[src/rtl/hazard_pkg.sv]
// Shared encodings and helpers for the D-stage hazard controller.
// Holds TUSE/TNEW codes, the MDU state enum and default cycle counts.
package hazard_pkg;

    localparam logic [1:0] TUSE_0    = 2'd0;
    localparam logic [1:0] TUSE_1    = 2'd1;
    localparam logic [1:0] TUSE_2    = 2'd2;
    localparam logic [1:0] TUSE_NONE = 2'd3;

    localparam logic [1:0] TNEW_0 = 2'd0;
    localparam logic [1:0] TNEW_1 = 2'd1;
    localparam logic [1:0] TNEW_2 = 2'd2;

    localparam int MULT_CYCLES_DEF = 5;
    localparam int DIV_CYCLES_DEF  = 10;
    localparam int CNT_W           = 4;

    typedef enum logic {
        IDLE = 1'b0,
        BUSY = 1'b1
    } md_state_e;

    // One source operand against the producers in E and M.
    function automatic logic src_hazard(
        input logic [4:0] addr,
        input logic [1:0] tuse,
        input logic [4:0] e_wa,
        input logic [1:0] e_tnew,
        input logic [4:0] m_wa,
        input logic [1:0] m_tnew
    );
        logic w_e;
        logic w_m;
        w_e = (addr == e_wa) && (tuse < e_tnew);
        w_m = (addr == m_wa) && (tuse < m_tnew);
        return (tuse != TUSE_NONE) && (addr != 5'd0)
            && (w_e || w_m);
    endfunction

endpackage

[src/rtl/md_timer.sv]
// MDU occupancy sequencer: counts E-stage busy cycles for mult/div
// and pulses done on the last busy cycle.
module md_timer
    import hazard_pkg::*;
#(
    parameter int MULT_CYCLES = MULT_CYCLES_DEF,
    parameter int DIV_CYCLES  = DIV_CYCLES_DEF
) (
    input  logic             i_clk,
    input  logic             i_rst_n,
    input  logic             i_start,
    input  logic             i_is_div,
    output logic             o_busy,
    output logic             o_done,
    output logic [CNT_W-1:0] o_cnt
);

    localparam logic [CNT_W-1:0] MULT_LD = CNT_W'(MULT_CYCLES);
    localparam logic [CNT_W-1:0] DIV_LD  = CNT_W'(DIV_CYCLES);

    md_state_e        r_state;
    logic [CNT_W-1:0] r_cnt;
    logic             r_busy;
    logic             r_done;
    logic [CNT_W-1:0] w_load;

    assign w_load = i_is_div ? DIV_LD : MULT_LD;

    // done is registered one cycle early so it lands on cnt == 1.
    always_ff @(posedge i_clk) begin
        if (!i_rst_n) begin
            r_state <= IDLE;
            r_cnt   <= '0;
            r_busy  <= 1'b0;
            r_done  <= 1'b0;
        end else begin
            unique case (r_state)
                IDLE: begin
                    if (i_start) begin
                        r_state <= BUSY;
                        r_cnt   <= w_load;
                        r_busy  <= 1'b1;
                        r_done  <= (w_load == CNT_W'(1));
                    end
                end
                BUSY: begin
                    r_cnt  <= r_cnt - CNT_W'(1);
                    r_done <= (r_cnt == CNT_W'(2));
                    if (r_cnt == CNT_W'(1)) begin
                        r_state <= IDLE;
                        r_busy  <= 1'b0;
                        r_done  <= 1'b0;
                    end
                end
                default: begin
                    r_state <= IDLE;
                    r_busy  <= 1'b0;
                    r_done  <= 1'b0;
                end
            endcase
        end
    end

    assign o_busy = r_busy;
    assign o_done = r_done;
    assign o_cnt  = r_cnt;

endmodule

[src/rtl/md_hazard_ctrl.sv]
// D-stage stall/flush controller: register hazards against E/M
// plus MDU occupancy hazards, driving F/D hold and D/E bubble.
module md_hazard_ctrl
    import hazard_pkg::*;
#(
    parameter int MULT_CYCLES = MULT_CYCLES_DEF,
    parameter int DIV_CYCLES  = DIV_CYCLES_DEF
) (
    input  logic       clk,
    input  logic       reset,
    input  logic [4:0] D_rs_addr,
    input  logic [4:0] D_rt_addr,
    input  logic [1:0] D_rs_tuse,
    input  logic [1:0] D_rt_tuse,
    input  logic       D_is_md,
    input  logic [4:0] E_wa,
    input  logic [4:0] M_wa,
    input  logic [1:0] E_tnew,
    input  logic [1:0] M_tnew,
    input  logic       E_md_start,
    input  logic       E_md_is_div,
    output logic       stall,
    output logic       d2e_clear,
    output logic       md_busy,
    output logic       md_done,
    output logic       hilo_we
);

    logic             w_rs_hz;
    logic             w_rt_hz;
    logic             w_md_hz;
    logic             w_hz;
    logic             w_busy;
    logic             w_done;
    logic [CNT_W-1:0] w_cnt;

    md_timer #(
        .MULT_CYCLES (MULT_CYCLES),
        .DIV_CYCLES  (DIV_CYCLES)
    ) u_timer (
        .i_clk    (clk),
        .i_rst_n  (reset),
        .i_start  (E_md_start),
        .i_is_div (E_md_is_div),
        .o_busy   (w_busy),
        .o_done   (w_done),
        .o_cnt    (w_cnt)
    );

    assign w_rs_hz = src_hazard(D_rs_addr, D_rs_tuse,
                                E_wa, E_tnew, M_wa, M_tnew);
    assign w_rt_hz = src_hazard(D_rt_addr, D_rt_tuse,
                                E_wa, E_tnew, M_wa, M_tnew);
    assign w_md_hz = D_is_md && (w_busy || E_md_start);

    // All hazard sources collapse into one stall; reset masks it.
    assign w_hz = reset && (w_rs_hz || w_rt_hz || w_md_hz);

    assign stall     = w_hz;
    assign d2e_clear = w_hz;
    assign md_busy   = w_busy;
    assign md_done   = w_done;
    assign hilo_we   = w_done;

    logic w_unused;
    assign w_unused = ^w_cnt;

endmodule

[config.mk]
export PLATFORM = sky130hd
export DESIGN_NAME = md_hazard_ctrl
export DESIGN_NICKNAME = d
export VERILOG_FILES = /design/src/rtl/hazard_pkg.sv /design/src/rtl/md_timer.sv /design/src/rtl/md_hazard_ctrl.sv
export SDC_FILE = /design/constraint.sdc
export NUM_CORES = 1
export LEC_CHECK = 0
export ABC_AREA = 1
export CELL_PAD_IN_SITES_DETAIL_PLACEMENT = 1
export CELL_PAD_IN_SITES_GLOBAL_PLACEMENT = 2
export CORE_UTILIZATION = 20
export DETAILED_ROUTE_END_ITERATION = 6
export PLACE_DENSITY = 0.85
export SETUP_SLACK_MARGIN = 0.3
export SLEW_MARGIN = 20
export SYNTH_ARGS = -nofsm -noshare
export SYNTH_HDL_FRONTEND = slang
export SYNTH_HIERARCHICAL = 1
export SYNTH_SLANG_ARGS = --single-unit
[constraint.sdc]
create_clock -name clk -period 1.9 [get_ports clk]
set_input_delay 0.38 -clock clk [delete_from_list [all_inputs] [get_ports clk]]
set_output_delay 0.38 -clock clk [all_outputs]
set_load 0.1 [all_outputs]
-- After elaboration in Yosys (flattened, before gate mapping)
Cells that the tools add are included.
- word-level logic and storage cells: 51
- output and inout port bits: 5
- bits of input ports: 33
- flip-flop bits (word level): 7
- muxes and demuxes: 12
- bitwise gates (word level): 1
- $lt $le $gt $ge: 4
- reduce and logical (&&, ||, !) cells: 18
- $add $sub $neg: 1
- equality and inequality tests: 11
- operators by type and width (kind ; number):
    $eq 5x5->1 ; 4
    $logic_and 1x1->1 ; 10
    $reduce_bool 5->1 ; 2
    $eq 4x1->1 const B ; 2
    $lt 2x2->1 ; 4
    $mux 4 ; 2
    $ne 2x2->1 const B ; 4
    $pmux 4 s2 ; 1
    $mux 1 ; 6
    $pmux 1 s2 ; 3
    $logic_or 1x1->1 ; 5
    $eq 4x2->1 const B ; 1
    $sub 4x1->4 const B ; 1
    $reduce_and 2->1 ; 1
    $not 1->1 ; 1

-- Longest topological paths before layout
- depth after elaboration: 7
- gate-level depth with buffers: 13
- gate-level depth less buffers: 12

-- By module
Netlist, hierarchy kept.
- by module, submodules not included (module ; area each (µm²) ; seq. area each (µm²) ; cells an instance ; instances):
    md_hazard_ctrl ; 546.8 ; 0.0 ; 115 ; 1
    md_timer ; 372.9 ; 140.1 ; 49 ; 1

-- Worst setup path before layout
No wires, ideal clock.
- path type: reg2out
- start point: register u_timer.r_busy (netlist: u_timer/o_busy)
- end point: output port stall
- stages on the path, launching flop included: 6
- arrival: 2.280 ns
- data required time: 1.520 ns
- slack: -0.760 ns
- buffers on the path: 1
- cell sequence: dfxtp_1 o21ai_0 nand3_1 nand2_1 inv_1 buf_4
- word-level cells in the longest chain between the ends: 4
- ends and longest elaborated chain (what ; line ; source):
    start, declared ; md_timer.sv:23 ; logic r_busy;
    start signal, assigned ; md_timer.sv:34 ; r_busy <= 1'b0;
    start signal, assigned ; md_timer.sv:42 ; r_busy <= 1'b1;
    start signal, assigned ; md_timer.sv:51 ; r_busy <= 1'b0;
    $logic_or 1x1->1 ; md_hazard_ctrl.sv:54 ; assign w_md_hz = D_is_md && (w_busy || E_md_start);
    $logic_and 1x1->1 ; md_hazard_ctrl.sv:54 ;
    $logic_or 1x1->1 ; md_hazard_ctrl.sv:57 ; assign w_hz = reset && (w_rs_hz || w_rt_hz || w_md_hz);
    $logic_and 1x1->1 ; md_hazard_ctrl.sv:57 ;
    end, declared ; md_hazard_ctrl.sv:22 ; output logic stall,
Every way passes these cells.

-- Worst setup path in the final report
- start point: input port M_tnew[1]
- end point: output port d2e_clear
- word-level cells in the longest chain between the ends: 7
- elaborated cells between the ends (all ways): 11
- classes of those cells: 2 x order compare; 9 x reduce/logical
- ends and longest elaborated chain (what ; line ; source):
    start, declared ; md_hazard_ctrl.sv:19 ; input logic [1:0] M_tnew,
    $lt 2x2->1 ; hazard_pkg.sv:35 ; w_m = (addr == m_wa) && (tuse < m_tnew);
    $logic_and 1x1->1 ; hazard_pkg.sv:35 ;
    $logic_or 1x1->1 ; hazard_pkg.sv:37 ; && (w_e || w_m);
    $logic_and 1x1->1 ; hazard_pkg.sv:37 ;
    $logic_or 1x1->1 (*) (2 in a row) ; md_hazard_ctrl.sv:57 ;
    $logic_and 1x1->1 (*) ; md_hazard_ctrl.sv:57 ;
    end, declared ; md_hazard_ctrl.sv:23 ; output logic d2e_clear,
Every way passes the cells marked *; elsewhere a longest branch is shown, timed or not.

==> run_summary.xml <==
<?xml version="1.0" encoding="UTF-8"?>
<metrics>
  <group name="pwr">
    <metric name="power.share.combinational" unit="%">45.5</metric>
    <metric name="p_leak" unit="nW">0.738</metric>
    <metric name="power-per-cell-area" unit="mW/mm^2">491</metric>
    <metric name="p_sw_share" unit="%">38.5</metric>
    <metric name="power.internal" unit="mW">0.446</metric>
    <metric name="clockPowerShare" unit="%">30.0</metric>
    <metric name="irDropWorstVdd" unit="uV">227</metric>
    <metric name="sequentialPowerShare" unit="%">24.6</metric>
    <metric name="power_switching" unit="mW">0.279</metric>
  </group>
  <group name="sta">
    <metric name="worst_setup_skew_after_layout" unit="ns">0.00133</metric>
    <metric name="highest_achievable_clock_rate" unit="MHz">500</metric>
    <metric name="hold_slack" unit="ns">0.480</metric>
    <metric name="setup_viol_count_final" unit="">2</metric>
    <metric name="grt_setup_unrepaired" unit="">true</metric>
    <metric name="final_max_slew_viol_count" unit="">0</metric>
    <metric name="worst_tran_pin_value" unit="ns">0.394</metric>
    <metric name="layout_worst_path_cycle_share" unit="%">105</metric>
    <metric name="final.setup.worst_slack" unit="ns">-0.102</metric>
    <metric name="timing.slew.headroom" unit="%">73.7</metric>
    <metric name="final.min_clock_period" unit="ns">2.00</metric>
    <metric name="timing.final.hold_violations" unit="">0</metric>
  </group>
  <group name="yosys">
    <metric name="synth-main-ff-cell" unit="">sky130_fd_sc_hd__dfxtp_1</metric>
    <metric name="synth.top_cells.by_area" unit="">sky130_fd_sc_hd__nand2_1 (24%), sky130_fd_sc_hd__dfxtp_1 (15%), sky130_fd_sc_hd__ha_1 (9.5%)</metric>
    <metric name="post_synthesis_instance_area" unit="um^2">920</metric>
    <metric name="synth_common_cells" unit="">sky130_fd_sc_hd__nand2_1 (58), sky130_fd_sc_hd__inv_1 (21), sky130_fd_sc_hd__nor2_1 (13)</metric>
    <metric name="yosysWarningCount" unit="">6</metric>
    <metric name="postSynthAreaPerCell" unit="um^2">5.61</metric>
    <metric name="synthMostInstantiatedCell" unit="">sky130_fd_sc_hd__nand2_1</metric>
    <metric name="synth_seq_cells" unit="">7</metric>
    <metric name="synth_edf_count" unit="">0</metric>
    <metric name="synthDominantAreaCellType" unit="">sky130_fd_sc_hd__nand2_1</metric>
    <metric name="synth.net_count" unit="">204</metric>
    <metric name="synthDistinctLibCells" unit="">24</metric>
    <metric name="post_synth_inst_count" unit="">164</metric>
    <metric name="netlist.area_leader.share" unit="%">23.7</metric>
    <metric name="synth_seq_area_share" unit="%">15.2</metric>
    <metric name="synthArstFlopShare" unit="%">0</metric>
  </group>
  <group name="global_routing">
    <metric name="grt_use_total" unit="%">13.6</metric>
    <metric name="grt_max_degree" unit="">9</metric>
    <metric name="via_count_of_the_first_global_routing_pass" unit="">1184</metric>
    <metric name="globalRouteOverflowTotal" unit="">0</metric>
    <metric name="wire_length_of_the_first_global_routing_pass" unit="um">5350</metric>
    <metric name="grt_antenna_before_repair" unit="">0</metric>
  </group>
  <group name="cts">
    <metric name="clock_sinks" unit="">7</metric>
    <metric name="cts_tree" unit="">done</metric>
    <metric name="h_tree_lvl_count" unit="">1</metric>
    <metric name="clk_transition_reported_paths" unit="ns">0.04</metric>
    <metric name="cts_buffer_depth" unit="">2</metric>
    <metric name="clock_latency" unit="ns">0.23</metric>
    <metric name="cts_hold_buf" unit="">0</metric>
    <metric name="cts-buffers-inserted" unit="">3</metric>
    <metric name="cts_root_buf" unit="">sky130_fd_sc_hd__clkbuf_8</metric>
  </group>
  <group name="cells_and_area">
    <metric name="cell_count_final_fillers_out" unit="">258</metric>
    <metric name="antennaDiodeCount" unit="">0</metric>
    <metric name="syn_to_final_growth" unit="%">60.5</metric>
    <metric name="nets" unit="">247</metric>
    <metric name="drive_above_1_share" unit="%">31.6</metric>
  </group>
  <group name="worst_setup_path">
    <metric name="critical-path-max-stage-delay" unit="ns">0.18</metric>
    <metric name="end_kind" unit="">output port</metric>
    <metric name="cp_num_buf_inv" unit="">4</metric>
    <metric name="critical_path.startpoint_type" unit="">input port</metric>
    <metric name="worst_path_max_delay_cell" unit="">sky130_fd_sc_hd__ha_4</metric>
    <metric name="cpLargestDelayFamily" unit="">simple AND/OR/NAND/NOR gates</metric>
    <metric name="worstPathMaxFanout" unit="">2</metric>
    <metric name="worst-endpoint-required" unit="ns">1.52</metric>
    <metric name="cp_data_arrival_time" unit="ns">1.62</metric>
    <metric name="crit_type" unit="">in2out</metric>
    <metric name="cp_cell_instances" unit="">buf_8, inv_12, ha_4, a21boi_2, nor2_1, nand3_1, nand2_1, nand2_1, nand3_1, nand2_2, clkinvlp_4, buf_12</metric>
  </group>
  <group name="floorplanning">
    <metric name="overall_die_area" unit="mm^2">0.00487</metric>
    <metric name="floorplan.initialDensity" unit="%">21.0</metric>
    <metric name="floorplan.rows" unit="">24</metric>
    <metric name="die-height" unit="um">69.8</metric>
    <metric name="placeableCoreArea" unit="mm^2">0.00438</metric>
    <metric name="dieWidth" unit="um">69.8</metric>
    <metric name="num_io_pins" unit="">38</metric>
  </group>
  <group name="place">
    <metric name="dpl.hpwl" unit="um">2640</metric>
    <metric name="gp_congestion" unit="">0.754</metric>
    <metric name="placed_cells_incl_taps" unit="">254</metric>
    <metric name="numPortBuffers" unit="">37</metric>
  </group>
  <group name="status">
    <metric name="failed_checks" unit="">setup timing</metric>
    <metric name="outcome" unit="">complete, but fails checks</metric>
  </group>
  <group name="detailed_routing">
    <metric name="post-route-drc-count" unit="">0</metric>
    <metric name="avgRoutedWirePerCell" unit="um">11.9</metric>
    <metric name="route.vias.total" unit="">1101</metric>
    <metric name="final_antenna_net_count" unit="">0</metric>
    <metric name="vias_per_cell" unit="">4.27</metric>
    <metric name="total_routed_wirelength" unit="um">3070</metric>
    <metric name="drt_pre_antenna_iters" unit="">4</metric>
    <metric name="drt-initial-drc-count" unit="">36</metric>
  </group>
  <group name="hold_path">
    <metric name="hold_path.class" unit="">reg2reg</metric>
  </group>
  <group name="job">
    <metric name="max_cap_violations" unit="">0</metric>
  </group>
</metrics>
## tightest hold or removal path: cells and delay by family (launching register included)
family | cells | cell delay [ns]
DFF | 1 | 0.32
AOI/OAI and AO/OA | 1 | 0.06
and+or+nand+nor | 1 | 0.06
## metal layers
layer / vias to the layer above / routed length (um) / GRT usage [%]
met5: - / 0 / 0
met4: 0 / 23 / 2.67
met3: 4 / 129 / 2.62
met2: 23 / 1480 / 23.3
met1: 493 / 1440 / 17.8
li1: 581 / - / -
## worst paths after layout
path | cells past startpoint | startpoint | slack [ns] | to
max | 12 | M_tnew[1] | -0.10 | d2e_clear
min | 2 | u_timer/o_done | 0.48 | u_timer/o_done
max reg2reg | 4 | u_timer/r_state | 0.78 | u_timer/o_cnt[1]
min reg2reg | 2 | u_timer/o_done | 0.48 | u_timer/o_done
## layout make-up
class / count / area (um^2)
clock buffers: 4 / 45.0
inverters: 33 / 145
fillers: 586 / 2910
multi-input cells: 121 / 693
well taps: 52 / 65.1
repair buffers: 41 / 385
flip-flops and latches: 7 / 143
## logic make-up after synthesis
group,synth area share [%]
flops,15.2
simple gates,40.7
fa+ha+maj,9.52
compound gates,13.5
buf+inv,16.3
xor+xnor,4.76
## per-stage QoR
step                      cell area, um^2  setup TNS (ns)  setup WS [ns]  util, %  power [mW]
final                                1480          -0.202         -0.102     33.7       0.725
after global routing                 1480          -0.364         -0.182     33.7       0.785
after CTS                            1490          -0.186        -0.0931     34.0       0.739
after detailed placement             1440           -1.33         -0.666     32.9       0.523
after global placement               1440           -1.26         -0.632     32.9       0.516
after floorplan                      1000          -0.432         -0.392        -       0.375
## power groups by stage
stage	logic (mW)	clock network [mW]	registers, mW
after floorplan	0.183	0	0.191
after global placement	0.336	0	0.180
after detailed placement	0.342	0	0.181
after CTS	0.335	0.225	0.178
after global routing	0.365	0.240	0.180
final	0.330	0.217	0.178
## sequential cells by signal (all words and copies together) (netlist names)
signal           cells
u_timer/o_busy       1
u_timer/r_state      1
u_timer/o_cnt        4
u_timer/o_done       1
## repair_timing
action | 4_1_cts | 5_1_grt
buffers inserted | 0 | 0
pin swaps | 21 | 12
gates resized for setup | 78 | 18
setup endpoints to repair | 2 | 2
## cell usage in the layout (no fill, tap or decap), types with 3 or more instances in the layout
master / count
sky130_fd_sc_hd__nand2_1: 55
sky130_fd_sc_hd__inv_2: 16
sky130_fd_sc_hd__inv_1: 13
sky130_fd_sc_hd__nor2_1: 12
sky130_fd_sc_hd__nand3_1: 10
sky130_fd_sc_hd__clkdlybuf4s15_1: 9
sky130_fd_sc_hd__a21oi_1: 8
sky130_fd_sc_hd__buf_4: 7
sky130_fd_sc_hd__o21ai_1: 5
sky130_fd_sc_hd__dlygate4sd2_1: 5
sky130_fd_sc_hd__dfxtp_1: 5
sky130_fd_sc_hd__nand2_2: 4
sky130_fd_sc_hd__ha_1: 4
sky130_fd_sc_hd__clkdlybuf4s50_1: 4
sky130_fd_sc_hd__buf_2: 4
sky130_fd_sc_hd__clkbuf_2: 4
sky130_fd_sc_hd__nor2_2: 3
sky130_fd_sc_hd__a21boi_2: 3
sky130_fd_sc_hd__xor2_1: 3
sky130_fd_sc_hd__ha_4: 3
sky130_fd_sc_hd__clkbuf_8: 3
sky130_fd_sc_hd__buf_8: 3
No activity file was read; power rests on OpenSTA's default activity.
